`config.mk`:
```
export PLATFORM = sky130hd
export DESIGN_NAME = imem_uart_loader_flat
export DESIGN_NICKNAME = d
export VERILOG_FILES = /design/src/rtl/imem_uart_loader_pkg.sv /design/src/rtl/imem_uart_loader_if.sv /design/src/rtl/imem_uart_loader_uart_rx_core.sv /design/src/rtl/imem_uart_loader.sv /design/src/flat_wrapper.sv
export SDC_FILE = /design/constraint.sdc
export NUM_CORES = 1
export LEC_CHECK = 0
export CAP_MARGIN = 20
export CORE_UTILIZATION = 55
export DETAILED_ROUTE_END_ITERATION = 8
export PLACE_DENSITY = 0.76
export SETUP_SLACK_MARGIN = 0.1
export SYNTH_ARGS = -nofsm -noshare
export SYNTH_HDL_FRONTEND = slang
export SYNTH_SLANG_ARGS = --single-unit
export TNS_END_PERCENT = 10
```
`constraint.sdc`:
```
create_clock -name clk_85 -period 2.8 [get_ports clk_85]
set_clock_uncertainty 0.05 [all_clocks]
set_input_delay 0.28 -clock clk_85 [delete_from_list [all_inputs] [get_ports clk_85]]
set_output_delay 0.28 -clock clk_85 [all_outputs]
set_load 0.005 [all_outputs]
```
`src/rtl/imem_uart_loader_pkg.sv`:
```
// Shared types and constants for the UART instruction-memory boot loader.
package imem_uart_loader_pkg;
    typedef enum logic [2:0] {
        IDLE, LEN_LO, LEN_HI, DATA, CHECK, DONE, ERR
    } loader_state_t;

    typedef enum logic [1:0] {
        RX_IDLE, RX_START, RX_DATA, RX_STOP
    } rx_state_t;

    localparam logic [7:0] LOADER_SYNC_BYTE = 8'hA5;
endpackage

```
`src/rtl/imem_uart_loader_if.sv`:
```
// Instruction-memory write bus driven by the loader (master) into the IMEM (slave).
interface imem_uart_loader_if #(parameter int ADDR_W = 10);
    logic              imem_we;
    logic [ADDR_W-1:0] imem_addr;
    logic [31:0]       imem_wdata;

    modport master (output imem_we, imem_addr, imem_wdata);
    modport slave  (input  imem_we, imem_addr, imem_wdata);
endinterface

```
`src/rtl/imem_uart_loader_uart_rx_core.sv`:
```
// 8N1 UART receiver: 2-FF synchroniser, half-bit start revalidation, centre sampling.
module uart_rx_core
    import imem_uart_loader_pkg::*;
#(
    parameter int CLKS_PER_BIT = 737
) (
    input  logic       clk_85,
    input  logic       rst,
    input  logic       rx_i,
    output logic       rx_valid_o,
    output logic [7:0] rx_byte_o,
    output logic       rx_ferr_o
);
    localparam int CW = $clog2(CLKS_PER_BIT + 1);
    localparam logic [CW-1:0] HALF = CW'(CLKS_PER_BIT / 2 - 1);
    localparam logic [CW-1:0] FULL = CW'(CLKS_PER_BIT - 1);

    // [0],[1] synchroniser, [2] previous synchronised value for edge detect
    logic [2:0]    sync_q;
    rx_state_t     state_q, state_d;
    logic [CW-1:0] cnt_q, cnt_d;
    logic [2:0]    bit_q, bit_d;
    logic [7:0]    sh_q, sh_d;
    logic          valid_q, valid_d, ferr_q, ferr_d;

    always_ff @(posedge clk_85) begin
        if (rst) begin
            sync_q  <= 3'b111;
            state_q <= RX_IDLE;
            cnt_q   <= '0;
            bit_q   <= '0;
            sh_q    <= '0;
            valid_q <= 1'b0;
            ferr_q  <= 1'b0;
        end else begin
            sync_q  <= {sync_q[1:0], rx_i};
            state_q <= state_d;
            cnt_q   <= cnt_d;
            bit_q   <= bit_d;
            sh_q    <= sh_d;
            valid_q <= valid_d;
            ferr_q  <= ferr_d;
        end
    end

    always_comb begin
        state_d = state_q;
        cnt_d   = cnt_q + CW'(1);
        bit_d   = bit_q;
        sh_d    = sh_q;
        valid_d = 1'b0;
        ferr_d  = 1'b0;
        case (state_q)
            RX_IDLE: begin
                cnt_d = '0;
                if (sync_q[2] && !sync_q[1]) state_d = RX_START;
            end
            RX_START: if (cnt_q == HALF) begin
                cnt_d   = '0;
                bit_d   = '0;
                state_d = sync_q[1] ? RX_IDLE : RX_DATA;
            end
            RX_DATA: if (cnt_q == FULL) begin
                cnt_d = '0;
                sh_d  = {sync_q[1], sh_q[7:1]};
                bit_d = bit_q + 3'd1;
                if (bit_q == 3'd7) state_d = RX_STOP;
            end
            RX_STOP: if (cnt_q == FULL) begin
                state_d = RX_IDLE;
                valid_d = sync_q[1];
                ferr_d  = !sync_q[1];
            end
            default: state_d = RX_IDLE;
        endcase
    end

    assign rx_valid_o = valid_q;
    assign rx_byte_o  = sh_q;
    assign rx_ferr_o  = ferr_q;
endmodule

```
`src/rtl/imem_uart_loader.sv`:
```
// UART boot loader: framed byte stream -> sequential IMEM word writes, holds CPU until checksum OK.
// Optional inter-byte timeout enabled by defining LOADER_TIMEOUT_EN.
module imem_uart_loader
    import imem_uart_loader_pkg::*;
#(
    parameter int CLK_FREQ       = 85000000,
    parameter int BAUD           = 115200,
    parameter int ADDR_W         = 10,
    parameter int IMEM_DEPTH     = 1024,
    parameter int TIMEOUT_CYCLES = 8500000
) (
    input  logic                clk_85,
    input  logic                rst,
    input  logic                uart_rx_i,
    imem_uart_loader_if.master  imem,
    output logic                cpu_hold,
    output logic                load_done,
    output logic                load_err,
    output logic [15:0]         words_loaded
);
    if (TIMEOUT_CYCLES < 1 || IMEM_DEPTH > (1 << ADDR_W)) begin : g_bad_cfg
        $error("imem_uart_loader: invalid TIMEOUT_CYCLES/IMEM_DEPTH");
    end

    logic       rx_valid, rx_ferr, tmo_hit;
    logic [7:0] rx_byte;

    uart_rx_core #(.CLKS_PER_BIT(CLK_FREQ / BAUD)) u_rx (
        .clk_85     (clk_85),
        .rst        (rst),
        .rx_i       (uart_rx_i),
        .rx_valid_o (rx_valid),
        .rx_byte_o  (rx_byte),
        .rx_ferr_o  (rx_ferr)
    );

    loader_state_t     state_q, state_d;
    logic [ADDR_W-1:0] idx_q, idx_d;
    logic [15:0]       words_q, words_d, len_q, len_d;
    logic [31:0]       word_q, word_d;
    logic [7:0]        chk_q, chk_d;
    logic [1:0]        bcnt_q, bcnt_d;
    logic              we_q, we_d, hold_q, hold_d, done_q, done_d, err_q, err_d;
    logic              loading;

    assign loading = (state_q == LEN_LO) || (state_q == LEN_HI) ||
                     (state_q == DATA)   || (state_q == CHECK);

`ifdef LOADER_TIMEOUT_EN
    logic [31:0] tmo_q;
    always_ff @(posedge clk_85) begin
        if (rst || !loading || rx_valid) tmo_q <= '0;
        else                             tmo_q <= tmo_q + 32'd1;
    end
    assign tmo_hit = loading && (tmo_q == 32'(TIMEOUT_CYCLES - 1));
`else
    assign tmo_hit = 1'b0;
`endif

    always_ff @(posedge clk_85) begin
        if (rst) begin
            state_q <= IDLE;
            idx_q   <= '0;
            words_q <= '0;
            len_q   <= '0;
            word_q  <= '0;
            chk_q   <= '0;
            bcnt_q  <= '0;
            we_q    <= 1'b0;
            hold_q  <= 1'b1;
            done_q  <= 1'b0;
            err_q   <= 1'b0;
        end else begin
            state_q <= state_d;
            idx_q   <= idx_d;
            words_q <= words_d;
            len_q   <= len_d;
            word_q  <= word_d;
            chk_q   <= chk_d;
            bcnt_q  <= bcnt_d;
            we_q    <= we_d;
            hold_q  <= hold_d;
            done_q  <= done_d;
            err_q   <= err_d;
        end
    end

    always_comb begin
        state_d = state_q;
        idx_d   = idx_q;
        words_d = words_q;
        len_d   = len_q;
        word_d  = word_q;
        chk_d   = chk_q;
        bcnt_d  = bcnt_q;
        we_d    = 1'b0;
        hold_d  = hold_q;
        done_d  = done_q;
        err_d   = err_q;
        case (state_q)
            IDLE, DONE, ERR: begin
                // Status flags follow the state one cycle after entry
                if (state_q == DONE) begin done_d = 1'b1; hold_d = 1'b0; end
                if (state_q == ERR)  err_d = 1'b1;
                if (rx_valid && rx_byte == LOADER_SYNC_BYTE) begin
                    state_d = LEN_LO;
                    hold_d  = 1'b1;
                    done_d  = 1'b0;
                    err_d   = 1'b0;
                    words_d = '0;
                    idx_d   = '0;
                    chk_d   = '0;
                    bcnt_d  = '0;
                end
            end
            LEN_LO: if (rx_valid) begin
                len_d[7:0] = rx_byte;
                state_d    = LEN_HI;
            end
            LEN_HI: if (rx_valid) begin
                len_d[15:8] = rx_byte;
                if ({rx_byte, len_q[7:0]} > 16'(IMEM_DEPTH)) state_d = ERR;
                else if ({rx_byte, len_q[7:0]} == 16'd0)     state_d = CHECK;
                else                                         state_d = DATA;
            end
            DATA: begin
                if (we_q) begin
                    idx_d   = idx_q + ADDR_W'(1);
                    words_d = words_q + 16'd1;
                    if (words_q + 16'd1 == len_q) state_d = CHECK;
                end else if (rx_valid) begin
                    word_d = {rx_byte, word_q[31:8]};
                    chk_d  = chk_q ^ rx_byte;
                    bcnt_d = bcnt_q + 2'd1;
                    we_d   = (bcnt_q == 2'd3);
                end
            end
            CHECK: if (rx_valid) state_d = (rx_byte == chk_q) ? DONE : ERR;
            default: state_d = IDLE;
        endcase
        if (loading && (rx_ferr || tmo_hit)) begin
            state_d = ERR;
            we_d    = 1'b0;
        end
    end

    assign imem.imem_we    = we_q;
    assign imem.imem_addr  = idx_q;
    assign imem.imem_wdata = word_q;
    assign cpu_hold        = hold_q;
    assign load_done       = done_q;
    assign load_err        = err_q;
    assign words_loaded    = words_q;
endmodule

```
`src/flat_wrapper.sv`:
```
// flat-port wrapper written by rule: the top's interface ports become plain ports
module imem_uart_loader_flat import imem_uart_loader_pkg::*;
#(
    parameter int CLK_FREQ       = 85000000,
    parameter int BAUD           = 115200,
    parameter int ADDR_W         = 10,
    parameter int IMEM_DEPTH     = 1024,
    parameter int TIMEOUT_CYCLES = 8500000
)
  (clk_85, rst, uart_rx_i, cpu_hold, load_done, load_err, words_loaded, imem_imem_we, imem_imem_addr, imem_imem_wdata);
  imem_uart_loader_if #(.ADDR_W(ADDR_W)) imem_i ();
  input  logic clk_85;
  input  logic rst;
  input  logic uart_rx_i;
  output logic cpu_hold;
  output logic load_done;
  output logic load_err;
  output logic [15:0] words_loaded;
  output wire logic [$bits(imem_i.imem_we)-1:0] imem_imem_we;
  output wire logic [$bits(imem_i.imem_addr)-1:0] imem_imem_addr;
  output wire logic [$bits(imem_i.imem_wdata)-1:0] imem_imem_wdata;
  assign imem_imem_we = imem_i.imem_we;
  assign imem_imem_addr = imem_i.imem_addr;
  assign imem_imem_wdata = imem_i.imem_wdata;
  imem_uart_loader #(.CLK_FREQ(CLK_FREQ), .BAUD(BAUD), .ADDR_W(ADDR_W), .IMEM_DEPTH(IMEM_DEPTH), .TIMEOUT_CYCLES(TIMEOUT_CYCLES)) u_core (.clk_85(clk_85), .rst(rst), .uart_rx_i(uart_rx_i), .imem(imem_i), .cpu_hold(cpu_hold), .load_done(load_done), .load_err(load_err), .words_loaded(words_loaded));
endmodule
```
==> impl_results.rst, run 1 <==
.. list-table::
   :header-rows: 1

   * - Metric
     - Value
   * - Status
     - completed
   * - Min-Delay Startpoint
     - rst
   * - RSZ-0062 raised after global routing
     - false
   * - Peak VDD IR
     - 485 uV
   * - Share of flip-flops with an asynchronous set or reset after synthesis
     - 0
   * - End point of the worst hold path
     - u_core.imem.imem_addr[1]
   * - Core area
     - 9860 um2
   * - Yosys cell types
     - 57
   * - Setup bufs post-CTS
     - 0
   * - Drt initial violations
     - 208
   * - Global-route wire length before repair
     - 21700 um
   * - Fraction of final layout cells with drive strength greater than 1
     - 0.0909
   * - Total leakage power
     - 0.00243 uW
   * - Vias per std cell
     - 5.65
   * - Max FO, Critical Path
     - 14
   * - Worst hold-check slack
     - 0.165 ns
   * - Top cells by area, synth
     - sky130_fd_sc_hd__dfxtp_1 42%, sky130_fd_sc_hd__nand2_1 7.6%, sky130_fd_sc_hd__a21oi_1 7.3%
   * - Net count, final
     - 767
   * - Clk sink count
     - 119
   * - Initial core utilization
     - 0.572
   * - CTS tree
     - done
   * - Number of synthesized register bits
     - 119
   * - Cell area power density
     - 554 nW/um2
   * - R2R Path Start
     - u_core.u_rx.rx_byte_o[6]
   * - Total Negative Setup Slacks
     - 0 ns
   * - Drt wl/cell
     - 14.8 um
   * - Cell Rows
     - 36
   * - Number of max-slew violations in the final report
     - 0
   * - Share of the core filled with cells in the final layout
     - 0.703
   * - Final Setup Violations
     - 0
   * - Source-to-sink clock delay at the later pin of the worst-skew pair
     - 0.51 ns
   * - Overall via count from detail_route
     - 5098
   * - Total clock buffers created by CTS
     - 17
   * - Reg-to-reg setup timing slack
     - 0.30 ns
   * - P&R area growth vs syn
     - 22.8%
   * - Final hold violations
     - 0
   * - Class of the most critical setup path
     - flip-flop to flip-flop
   * - Last weighted congestion value of the routability-driven placer
     - 0.862
   * - Post-DP HPWL
     - 9150 um
   * - Critical Path End Type
     - flip-flop
   * - Remaining antenna violation count after routing
     - 0
   * - Buffer type at the clock tree root
     - sky130_fd_sc_hd__clkbuf_8
   * - Initial antenna violation count
     - 0
   * - Pin count of the biggest net entering global routing
     - 45
   * - Worst relative slew slack
     - 0.563
   * - Reg-to-Reg End
     - u_core.imem.imem_addr[5]
   * - Peak clock frequency supported by timing
     - 401 MHz
   * - Cell depth of the worst hold path
     - 2
   * - Measured slew at the worst slew-check pin
     - 0.655 ns
   * - Post-synthesis instance total
     - 705
   * - Critical Path AT
     - 2.89 ns
   * - Period utilization
     - 0.892
   * - Sum of routed wire length over all layers
     - 13400 um
   * - Seq/Total Area, Yosys
     - 0.422
   * - YS warnings
     - 0
   * - IO buf count
     - 64
   * - Hold Crit Class
     - input port to flip-flop
   * - Critical path required time
     - 3.19 ns
   * - Vias in the first global route
     - 4563
   * - Portion of synthesized cell area occupied by the leading cell type
     - 0.422
   * - Height of the die
     - 103 um
   * - Chip width
     - 103 um
   * - Post-CTS sizing
     - 0
   * - GRT overflow
     - 0
   * - Total Die Area
     - 10700 um2
   * - CTS clk-pin slew, worst paths
     - 0.06 ns
   * - Post-route DRC
     - 0
   * - Synthesized netlist net count
     - 715
   * - Largest area contributor in the synthesized netlist
     - sky130_fd_sc_hd__dfxtp_1
   * - Number of enable flip-flop cells after synthesis
     - 0
   * - Number of diodes
     - 0
   * - Dominant register cell in the synthesized netlist
     - sky130_fd_sc_hd__dfxtp_1
   * - Shortest clock period the worst path allows after layout
     - 2.50 ns
   * - Critical Path Start Type
     - flip-flop
   * - Max cap viols
     - 0
   * - Length in cells of the worst reg-to-reg path
     - 6
   * - H-Tree Depth
     - 4
   * - First-pass detailed-route iteration total
     - 4
   * - Post-synthesis instance area
     - 5640 um2
   * - Gr usage total
     - 0.265
   * - Hold buffers post-CTS
     - 0
   * - Mean post-synth cell area
     - 8.00 um2
   * - Worst-case clock buffer depth
     - 2
   * - Top-level port count
     - 65
synth_stat cells, drive strengths merged, types with 3 or more instances:
library cell,n
and2,4
nand2,115
a31oi,5
a21oi,82
nor2,79
buf,13
nand3,17
or2,12
o21ai,25
nor2b,6
or3,3
clkbuf,38
o31ai,4
mux2i,19
or4,5
ha,7
xor2,24
nor4,12
a2111oi,5
xnor2,24
a22oi,4
a311oi,8
a21o,3
nand4,9
and3,9
nand4b,4
nor3,11
dfxtp,119
nand2b,4
o2111ai,3
inv,12
worst max path at each step:
stage,start,slack (ns),end,cells after the start
2_1_floorplan,u_core.u_rx.rx_byte_o[6],0.53,u_core.imem.imem_addr[5],7
3_3_place_gp,u_core.u_rx.rx_byte_o[6],0.38,u_core.imem.imem_addr[7],6
6_report,u_core.u_rx.rx_byte_o[6],0.30,u_core.imem.imem_addr[5],6
5_1_grt,u_core.words_loaded[0],0.14,u_core.state_q[0],7
3_5_place_dp,u_core.words_loaded[0],0.30,u_core.state_q[2],7
4_1_cts,u_core.words_loaded[0],0.27,u_core.state_q[0],7
report_power, final:
group	switching, uW	internal (uW)	total [uW]
combinational	103	65.2	168
clock	758	1170	1930
sequential	37.7	1710	1740
total	899	2940	3840
registers in the layout, summed over array words and instances, names as in the netlist, 2 cells and up, named ones only:
name,flops
u_core.imem.imem_wdata,32
u_core.len_q,16
u_core.words_loaded,16
u_core.imem.imem_addr,10
u_core.u_rx.cnt_q,10
u_core.chk_q,8
u_core.u_rx.rx_byte_o,8
u_core.state_q,3
u_core.u_rx.bit_q,3
u_core.u_rx.sync_q,3
u_core.bcnt_q,2
worst max-delay path, stage by stage (launching register included):
cell and delay (ns):
sky130_fd_sc_hd__dfxtp_1 0.39, sky130_fd_sc_hd__or4_4 0.61, sky130_fd_sc_hd__nor4b_2 0.29, sky130_fd_sc_hd__o21ai_2 0.15
sky130_fd_sc_hd__and2_4 0.25, sky130_fd_sc_hd__or4_1 0.52, sky130_fd_sc_hd__a21oi_1 0.15
kinds of logic after synthesis:
family,after synthesis,share of synthesized area
mux,19,0.0337
flops,119,0.422
xor+xnor,48,0.0745
simple gates,302,0.256
compound gates,146,0.151
fa+ha+maj,8,0.0173
buf+inv,63,0.0455
cells in the final DEF (no fill, tap or decap), types with 4 or more instances in the layout:
master,n
sky130_fd_sc_hd__a21oi_1,82
sky130_fd_sc_hd__a22oi_1,4
sky130_fd_sc_hd__a311oi_1,8
sky130_fd_sc_hd__a31oi_1,5
sky130_fd_sc_hd__and3_1,9
sky130_fd_sc_hd__buf_4,20
sky130_fd_sc_hd__clkbuf_16,16
sky130_fd_sc_hd__clkdlybuf4s50_1,63
sky130_fd_sc_hd__clkinv_2,5
sky130_fd_sc_hd__dfxtp_1,119
sky130_fd_sc_hd__ha_1,7
sky130_fd_sc_hd__inv_1,12
sky130_fd_sc_hd__mux2i_1,19
sky130_fd_sc_hd__nand2_1,114
sky130_fd_sc_hd__nand2b_1,4
sky130_fd_sc_hd__nand3_1,17
sky130_fd_sc_hd__nand4_1,9
sky130_fd_sc_hd__nand4b_1,4
sky130_fd_sc_hd__nor2_1,79
sky130_fd_sc_hd__nor2b_1,6
sky130_fd_sc_hd__nor3_1,10
sky130_fd_sc_hd__nor4_1,10
sky130_fd_sc_hd__o21ai_0,24
sky130_fd_sc_hd__o31ai_1,4
sky130_fd_sc_hd__or2_2,11
sky130_fd_sc_hd__or4_1,4
sky130_fd_sc_hd__xnor2_1,24
sky130_fd_sc_hd__xor2_1,24
metrics by stage:
step	cell area (um2)	total power (uW)	setup WS, ns	cells
after global routing	6930	3970	0.136	903
after floorplan	5640	1910	0.529	705
after global placement	6390	1940	0.378	871
after CTS	6920	3860	0.268	903
final	6930	3840	0.304	903
after detailed placement	6390	1940	0.296	871
per-layer routing:
layer	share of wire	vias up	wire [um]	global-route usage
met1	0.44	2408	5920	0.324
met4	0.023	0	302	0.104
li1	-	2525	-	-
met5	0	-	0	0
met2	0.48	142	6450	0.435
met3	0.054	23	721	0.0833
area by class of cell:
| cell class | instances | area, um2 |
|---|---|---|
| multi-input combinational | 523 | 3020 |
| fill | 792 | 2930 |
| sequential | 119 | 2380 |
| timing repair buffer | 84 | 786 |
| clock buffer | 20 | 425 |
| tap | 133 | 166 |
| clock inverter | 12 | 104 |
| inverter | 12 | 45.0 |
No activity file was read; power rests on OpenSTA's default activity.
==> inputs of run 2 (changes only) <==
--- a/config.mk
+++ b/config.mk
@@ -13,4 +13,4 @@
 export SYNTH_ARGS = -nofsm -noshare
 export SYNTH_HDL_FRONTEND = slang
 export SYNTH_SLANG_ARGS = --single-unit
-export TNS_END_PERCENT = 10
+export TNS_END_PERCENT = 1
==> results of run 2 <==
No change in the layout: final DEF, timing and power equal those of run 1.
==> inputs of run 3 (changes only) <==
--- a/config.mk
+++ b/config.mk
@@ -6,9 +6,11 @@
 export NUM_CORES = 1
 export LEC_CHECK = 0
 export CAP_MARGIN = 20
-export CORE_UTILIZATION = 55
+export CELL_PAD_IN_SITES_DETAIL_PLACEMENT = 1
+export CELL_PAD_IN_SITES_GLOBAL_PLACEMENT = 1
+export CORE_UTILIZATION = 42
 export DETAILED_ROUTE_END_ITERATION = 8
-export PLACE_DENSITY = 0.76
+export PLACE_DENSITY = 0.78
 export SETUP_SLACK_MARGIN = 0.1
 export SYNTH_ARGS = -nofsm -noshare
 export SYNTH_HDL_FRONTEND = slang
==> run 3 against run 2 <==
Sequential power about the same. Cell count is 4.9% higher. Flip-flop and latch count did not move. Critical endpoint is now u_core.state_q[0]. Largest cell class unchanged. Largest power group unchanged.
==> impl_results.rst, run 3 (synthesized netlist as in run 1, its figures left out) <==
.. list-table::
   :header-rows: 1

   * - Metric
     - Value
   * - Status
     - completed
   * - Reg-to-reg setup timing slack
     - 0.17 ns (-0.13 ns)
   * - Critical Path End Type
     - flip-flop
   * - Cell area power density
     - 578 nW/um2 (+4.3%)
   * - GRT overflow
     - 0 (unchanged)
   * - Vias in the first global route
     - 5301 (+16%)
   * - Slowest library cell on the worst path
     - sky130_fd_sc_hd__dfxtp_1
   * - Worst-case clock buffer depth
     - 2 (unchanged)
   * - Post-DP HPWL
     - 11500 um (+26%)
   * - Overall via count from detail_route
     - 5220 (+2.4%)
   * - Class of the most critical setup path
     - flip-flop to flip-flop
   * - H-Tree Depth
     - 4 (unchanged)
   * - Area taken by multi-input logic gates
     - 3030 um2 (+0.37%)
   * - Length in cells of the worst reg-to-reg path
     - 7 (+1)
   * - Largest register FFs
     - 32 (unchanged)
   * - Source-to-sink clock delay at the later pin of the worst-skew pair
     - 0.42 ns (-0.09 ns)
   * - Last weighted congestion value of the routability-driven placer
     - 0.856 (-0.65%)
   * - Max cap viols
     - 0 (unchanged)
   * - Critical path required time
     - 3.03 ns (-0.16 ns)
   * - Peak clock frequency supported by timing
     - 381 MHz (-4.9%)
   * - Cell Rows
     - 41 (+14%)
   * - Most frequent standard cell in the layout excluding fill and tap cells
     - sky130_fd_sc_hd__dfxtp_1
   * - Drt initial violations
     - 316 (+52%)
   * - Filler Cells Inserted
     - 1538 (+94%)
   * - Number of buffer and inverter instances along the worst setup path
     - 0 (unchanged)
   * - Hold buffers post-CTS
     - 0 (unchanged)
   * - Total clock buffers created by CTS
     - 17 (unchanged)
   * - Final WS setup
     - 0.174 ns (-0.129 ns)
   * - Net count, final
     - 772 (+0.65%)
   * - Cell depth of the worst hold path
     - 2 (unchanged)
   * - Remaining antenna violation count after routing
     - 0 (unchanged)
   * - Final Setup Violations
     - 0 (unchanged)
   * - CTS tree
     - done
   * - Core area
     - 12900 um2 (+31%)
   * - End point of the worst hold path
     - u_core.words_loaded[0]
   * - Initial antenna violation count
     - 0 (unchanged)
   * - Reg-to-Reg End
     - u_core.state_q[0]
   * - Final hold violations
     - 0 (unchanged)
   * - Total Die Area
     - 13900 um2 (+30%)
   * - Number of diodes
     - 0 (unchanged)
   * - Period utilization
     - 0.938 (+0.0462)
   * - CTS clk-pin slew, worst paths
     - 0.06 ns (about the same)
   * - Sum of routed wire length over all layers
     - 16400 um (+22%)
   * - Critical Path AT
     - 2.86 ns (-0.03 ns)
   * - Most frequent cells in the layout
     - 118 x sky130_fd_sc_hd__dfxtp_1, 114 x sky130_fd_sc_hd__nand2_1, 82 x sky130_fd_sc_hd__a21oi_1
   * - Top-level port count
     - 65 (unchanged)
   * - Height of the die
     - 118 um (+14%)
   * - P&R area growth vs syn
     - 25.7%
   * - First-pass detailed-route iteration total
     - 4 (unchanged)
   * - Initial core utilization
     - 0.438 (-0.134)
   * - Post-route DRC
     - 0 (unchanged)
   * - Ordered list of cells on the worst path
     - ha_1, nand3_1, nor4_2, xnor2_1, o2111ai_1, a2111oi_1, a21oi_1
   * - Fraction of final layout cells with drive strength greater than 1
     - 0.103 (+0.0123)
   * - Gr usage total
     - 0.238 (-0.0265)
   * - Worst slack after detailed placement
     - 0.101 ns (-0.195 ns)
   * - Critical Path Start Type
     - flip-flop
   * - RSZ-0062 raised after global routing
     - false
   * - Global-route wire length before repair
     - 26500 um (+22%)
   * - Clk sink count
     - 119 (unchanged)
   * - Drt wl/cell
     - 17.3 um (+16%)
   * - Peak VDD IR
     - 418 uV (-14%)
   * - R2R Path Start
     - u_core.words_loaded[0]
   * - Worst relative slew slack
     - 0.549 (-0.0137)
   * - Buffer type at the clock tree root
     - sky130_fd_sc_hd__clkbuf_16
   * - Max FO, Critical Path
     - 8 (-6)
   * - Chip width
     - 118 um (+14%)
   * - Total leakage power
     - 0.00248 uW (+2.2%)
   * - Pin count of the biggest net entering global routing
     - 56 (+24%)
   * - Sequential cell area in the final layout
     - 2380 um2 (about the same)
   * - Measured slew at the worst slew-check pin
     - 0.674 ns (+0.0189 ns)
   * - Shortest clock period the worst path allows after layout
     - 2.63 ns (+0.129 ns)
   * - Total Negative Setup Slacks
     - 0 ns (unchanged)
   * - Number of max-slew violations in the final report
     - 0 (unchanged)
   * - Hold Crit Class
     - input port to flip-flop
   * - Slowest stage delay, CP
     - 0.47 ns (-0.14 ns)
   * - Cell family contributing the most delay on the critical path
     - simple AND/OR/NAND/NOR gates
   * - Vias per std cell
     - 5.51 (-2.4%)
   * - Min-Delay Startpoint
     - rst
   * - IO buf count
     - 64 (unchanged)
-- run 3: what timing repair did --
item | 4_1_cts | 5_1_grt
cloned | 0 | 0
buffers inserted | 0 | 1
endpoints found under the setup margin | 1 | 2
pin swaps | 0 | 2
resized for setup | 1 | 6
-- run 3: how the worst max path moves through the flow --
stage                             startpoint                        to  slack, ns  cells after the start
floorplan           u_core.u_rx.rx_byte_o[6]  u_core.imem.imem_addr[5]       0.53                      7
global placement      u_core.words_loaded[3]         u_core.state_q[0]       0.37                      6
detailed placement    u_core.words_loaded[0]         u_core.state_q[0]       0.10                      7
CTS                   u_core.words_loaded[0]         u_core.state_q[0]       0.11                      7
global route          u_core.words_loaded[0]         u_core.state_q[0]       0.05                      7
finish                u_core.words_loaded[0]         u_core.state_q[0]       0.17                      7
-- run 3: metal layers --
metal / global-route usage / wire (um) / up-vias
met2: 0.421 / 8370 / 97
met5: 0 / 0 / -
met3: 0.0509 / 578 / 22
met4: 0.0841 / 279 / 0
li1: - / - / 2534
met1: 0.282 / 7130 / 2567
-- run 3: layout make-up --
cell class	instances	area share
multi-input combinational	523	0.428
timing repair buffer	89	0.116
clock buffer	21	0.0663
sequential	119	0.336
inverter	12	0.00635
tap	172	0.0303
clock inverter	11	0.0173
-- run 3: power by group --
group          switching (uW)  leakage, uW  internal (uW)
Sequential               22.8     0.000959           1710
Combinational             130      0.00124           75.9
Clock                     788     0.000281           1380
Total                     941      0.00248           3160
-- run 3: through the flow --
step	cell area [um2]	util	hold WS, ns	std cells	total power [uW]
2_1_floorplan	5640	-	0.334	705	1910
3_3_place_gp	6470	0.502	0.348	914	1960
3_5_place_dp	6470	0.502	0.367	914	1970
4_1_cts	7060	0.548	0.245	946	4130
5_1_grt	7090	0.551	0.267	947	4220
6_report	7090	0.551	0.265	947	4100
==> patch: new RTL, config.mk and constraints of run 3 <==
`BAUD` is set to 115200 in 2 places; all go to 57600.
--- a/src/rtl/imem_uart_loader.sv
+++ b/src/rtl/imem_uart_loader.sv
@@ -4,7 +4,7 @@
     import imem_uart_loader_pkg::*;
 #(
     parameter int CLK_FREQ       = 85000000,
-    parameter int BAUD           = 115200,
+    parameter int BAUD           = 57600,
     parameter int ADDR_W         = 10,
     parameter int IMEM_DEPTH     = 1024,
     parameter int TIMEOUT_CYCLES = 8500000
--- a/src/flat_wrapper.sv
+++ b/src/flat_wrapper.sv
@@ -2,7 +2,7 @@
 module imem_uart_loader_flat import imem_uart_loader_pkg::*;
 #(
     parameter int CLK_FREQ       = 85000000,
-    parameter int BAUD           = 115200,
+    parameter int BAUD           = 57600,
     parameter int ADDR_W         = 10,
     parameter int IMEM_DEPTH     = 1024,
     parameter int TIMEOUT_CYCLES = 8500000
Function: no difference found for any inputs over 10 cycles, from zero or initial values and one cycle with rst high; that may be too few to reach the edited logic, so the function may still have changed.
==> patch against run 3 <==
  * Die area fell by 0.48%
  * Wire length fell by 2.5%
  * Final cell count fell by 1.8%
  * Sequential cell count rose by 1
  * Setup slack improved by 0.15 ns
  * Synthesized area fell by 0.49%
  * Count of clock-buffer cells in the layout rose by 1
  * Critical path depth fell by 2
  * First-iteration DRC count rose by 2.8%
  * Cell area fell by 0.53%
  * Fmax rose by 6.1%
Power is not compared: it rests on default switching activity, and its combinational part moved more than twofold at a synthesized area within 25%.
==> patch: results <==
set metrics [dict create \
    clkLatencyLatePin_ns 0.42 \
    wl_per_cell_um 17.15 \
    cp-startpoint "u_core.state_q[2]" \
    syn_nets 701 \
    ys_async_sr_fraction 0 \
    worstPathArrival_ns 2.77 \
    highest_layer "met4" \
    drc 0 \
    slowest_delay_ns 0.80 \
    cts_root_buf "clkbuf_16" \
    end_kind "register" \
    cts_buffer_depth 2 \
    syn_inst 690 \
    dp_slack_ns 0.2620 \
    ctsHtreeMaxLevel 4 \
    gp_congestion 0.8710 \
    dr.pass1.iters 4 \
    instances_no_fill 930 \
    placedCellCount 898 \
    drive_above_1_share 0.1069 \
    diodes 0 \
    largest_reg_flops 32 \
    tightest_slew_ns 0.9583 \
    fp.dieArea_um2 13830 \
    drtIter0Drc 325 \
    synth_area_leaders "dfxtp_1, a21oi_1, nand2_1" \
    hpwlAfterDp_mm 10.95 \
    grt_pass1_vias 5385 \
    met2_length_mm 8.326 \
    synth-seq-area-share 0.4279 \
    vias 5142 \
    antenna_found_initial 0 \
    track_usage 0.2424 \
    io_buffers 64 \
    fin_crit_sh 0.8842 \
    synth_commonest_cells "dfxtp_1, nand2_1, a21oi_1" \
    p_leak_uw 0.002429 \
    grt_pass1_wl_mm 27.02 \
    dpl-instance-area_um2 6414 \
    path_clk_slew_ns 0.06 \
    crit_fanout 15 \
    nets 756 \
    r2r_end "u_core.chk_q[3]" \
    cpMaxStageDelayCell "a21oi_1" \
    r2r_slack_ns 0.32 \
    rr_worst_depth 5 \
    outcome "completed" \
    grt_max_degree 46 \
    routed-wl-met3_um 561 \
    hold_path.class "input port to register" \
    drt-met1-wl_mm 6.889 \
]
==> patch: changes by cell type in the layout (fill, tap and decap cells not counted), moves of 4 or more <==
| cell | before | now |
|---|---|---|
| nor2_1 | 79 | 73 |
| nand3b_1 | 2 | 9 |
| o31ai_1 | 4 | 0 |
| or3_1 | 3 | 9 |
| nand2_1 | 114 | 108 |
| a311oi_1 | 8 | 4 |
| buf_4 | 25 | 20 |
| xnor2_1 | 24 | 28 |
==> patch: metal layers <==
metal / GRT usage / up-vias
li1: - / 2484
met1: 0.2788 / 2551
met2: 0.4382 / 89
met3: 0.06347 / 18
met4: 0.06811 / 0
met5: 0 / -
==> patch: worst min-delay path by stage <==
| stage | start | endpoint | slack (ns) | depth (start not counted) |
|---|---|---|---|---|
| 2_1_floorplan | uart_rx_i | u_core.u_rx.sync_q[0] | 0.33 | 1 |
| 3_5_place_dp | u_core.u_rx.sync_q[0] | u_core.u_rx.sync_q[1] | 0.35 | 1 |
| 6_report | rst | u_core.u_rx.state_q[0] | 0.34 | 2 |
| 3_3_place_gp | u_core.u_rx.sync_q[0] | u_core.u_rx.sync_q[1] | 0.34 | 1 |
| 4_1_cts | rst | u_core.u_rx.bit_q[0] | 0.33 | 2 |
| 5_1_grt | rst | u_core.u_rx.state_q[0] | 0.35 | 2 |
==> patch: kinds of logic after synthesis <==
group                      after synthesis  synth area share
AOI/OAI and AO/OA                      134            0.1333
xor gates and xnor gates                50           0.07800
adders and majority gates                9           0.01961
buffers and inverters                   58           0.04457
DFF                                    120            0.4279
muxes                                   18           0.03209
and+or+nand+nor                        301            0.2645
==> patch: timing repair <==
| action | CTS | global route |
|---|---|---|
| buffers inserted | 0 | 0 |
| setup endpoints to repair | 0 | 3 |
| gates resized for setup | 0 | 4 |
| endpoints found under the hold margin | 0 | 0 |
==> patch: worst max-delay path: cells and delay by family, from the launching register on <==
kind | cells | cell delay (ns)
xor gates and xnor gates | 1 | 0.27
DFF | 1 | 0.65
AOI/OAI and AO/OA | 4 | 1.44
==> patch: report_power, final <==
group | switching [uW] | total [uW] | internal (uW)
logic | 31.6 | 39.9 | 8.30
clock network | 789 | 2280 | 1500
registers | 3.11 | 1710 | 1710
==> patch: layout make-up <==
type | count | area, um^2
Tap cell | 172 | 215.2
Timing Repair Buffer | 84 | 785.8
Inverter | 10 | 37.54
Sequential cell | 120 | 2404
Fill cell | 1521 | 5769
Clock buffer | 22 | 484.2
Multi-Input combinational cell | 512 | 2988
Clock inverter | 10 | 141.4
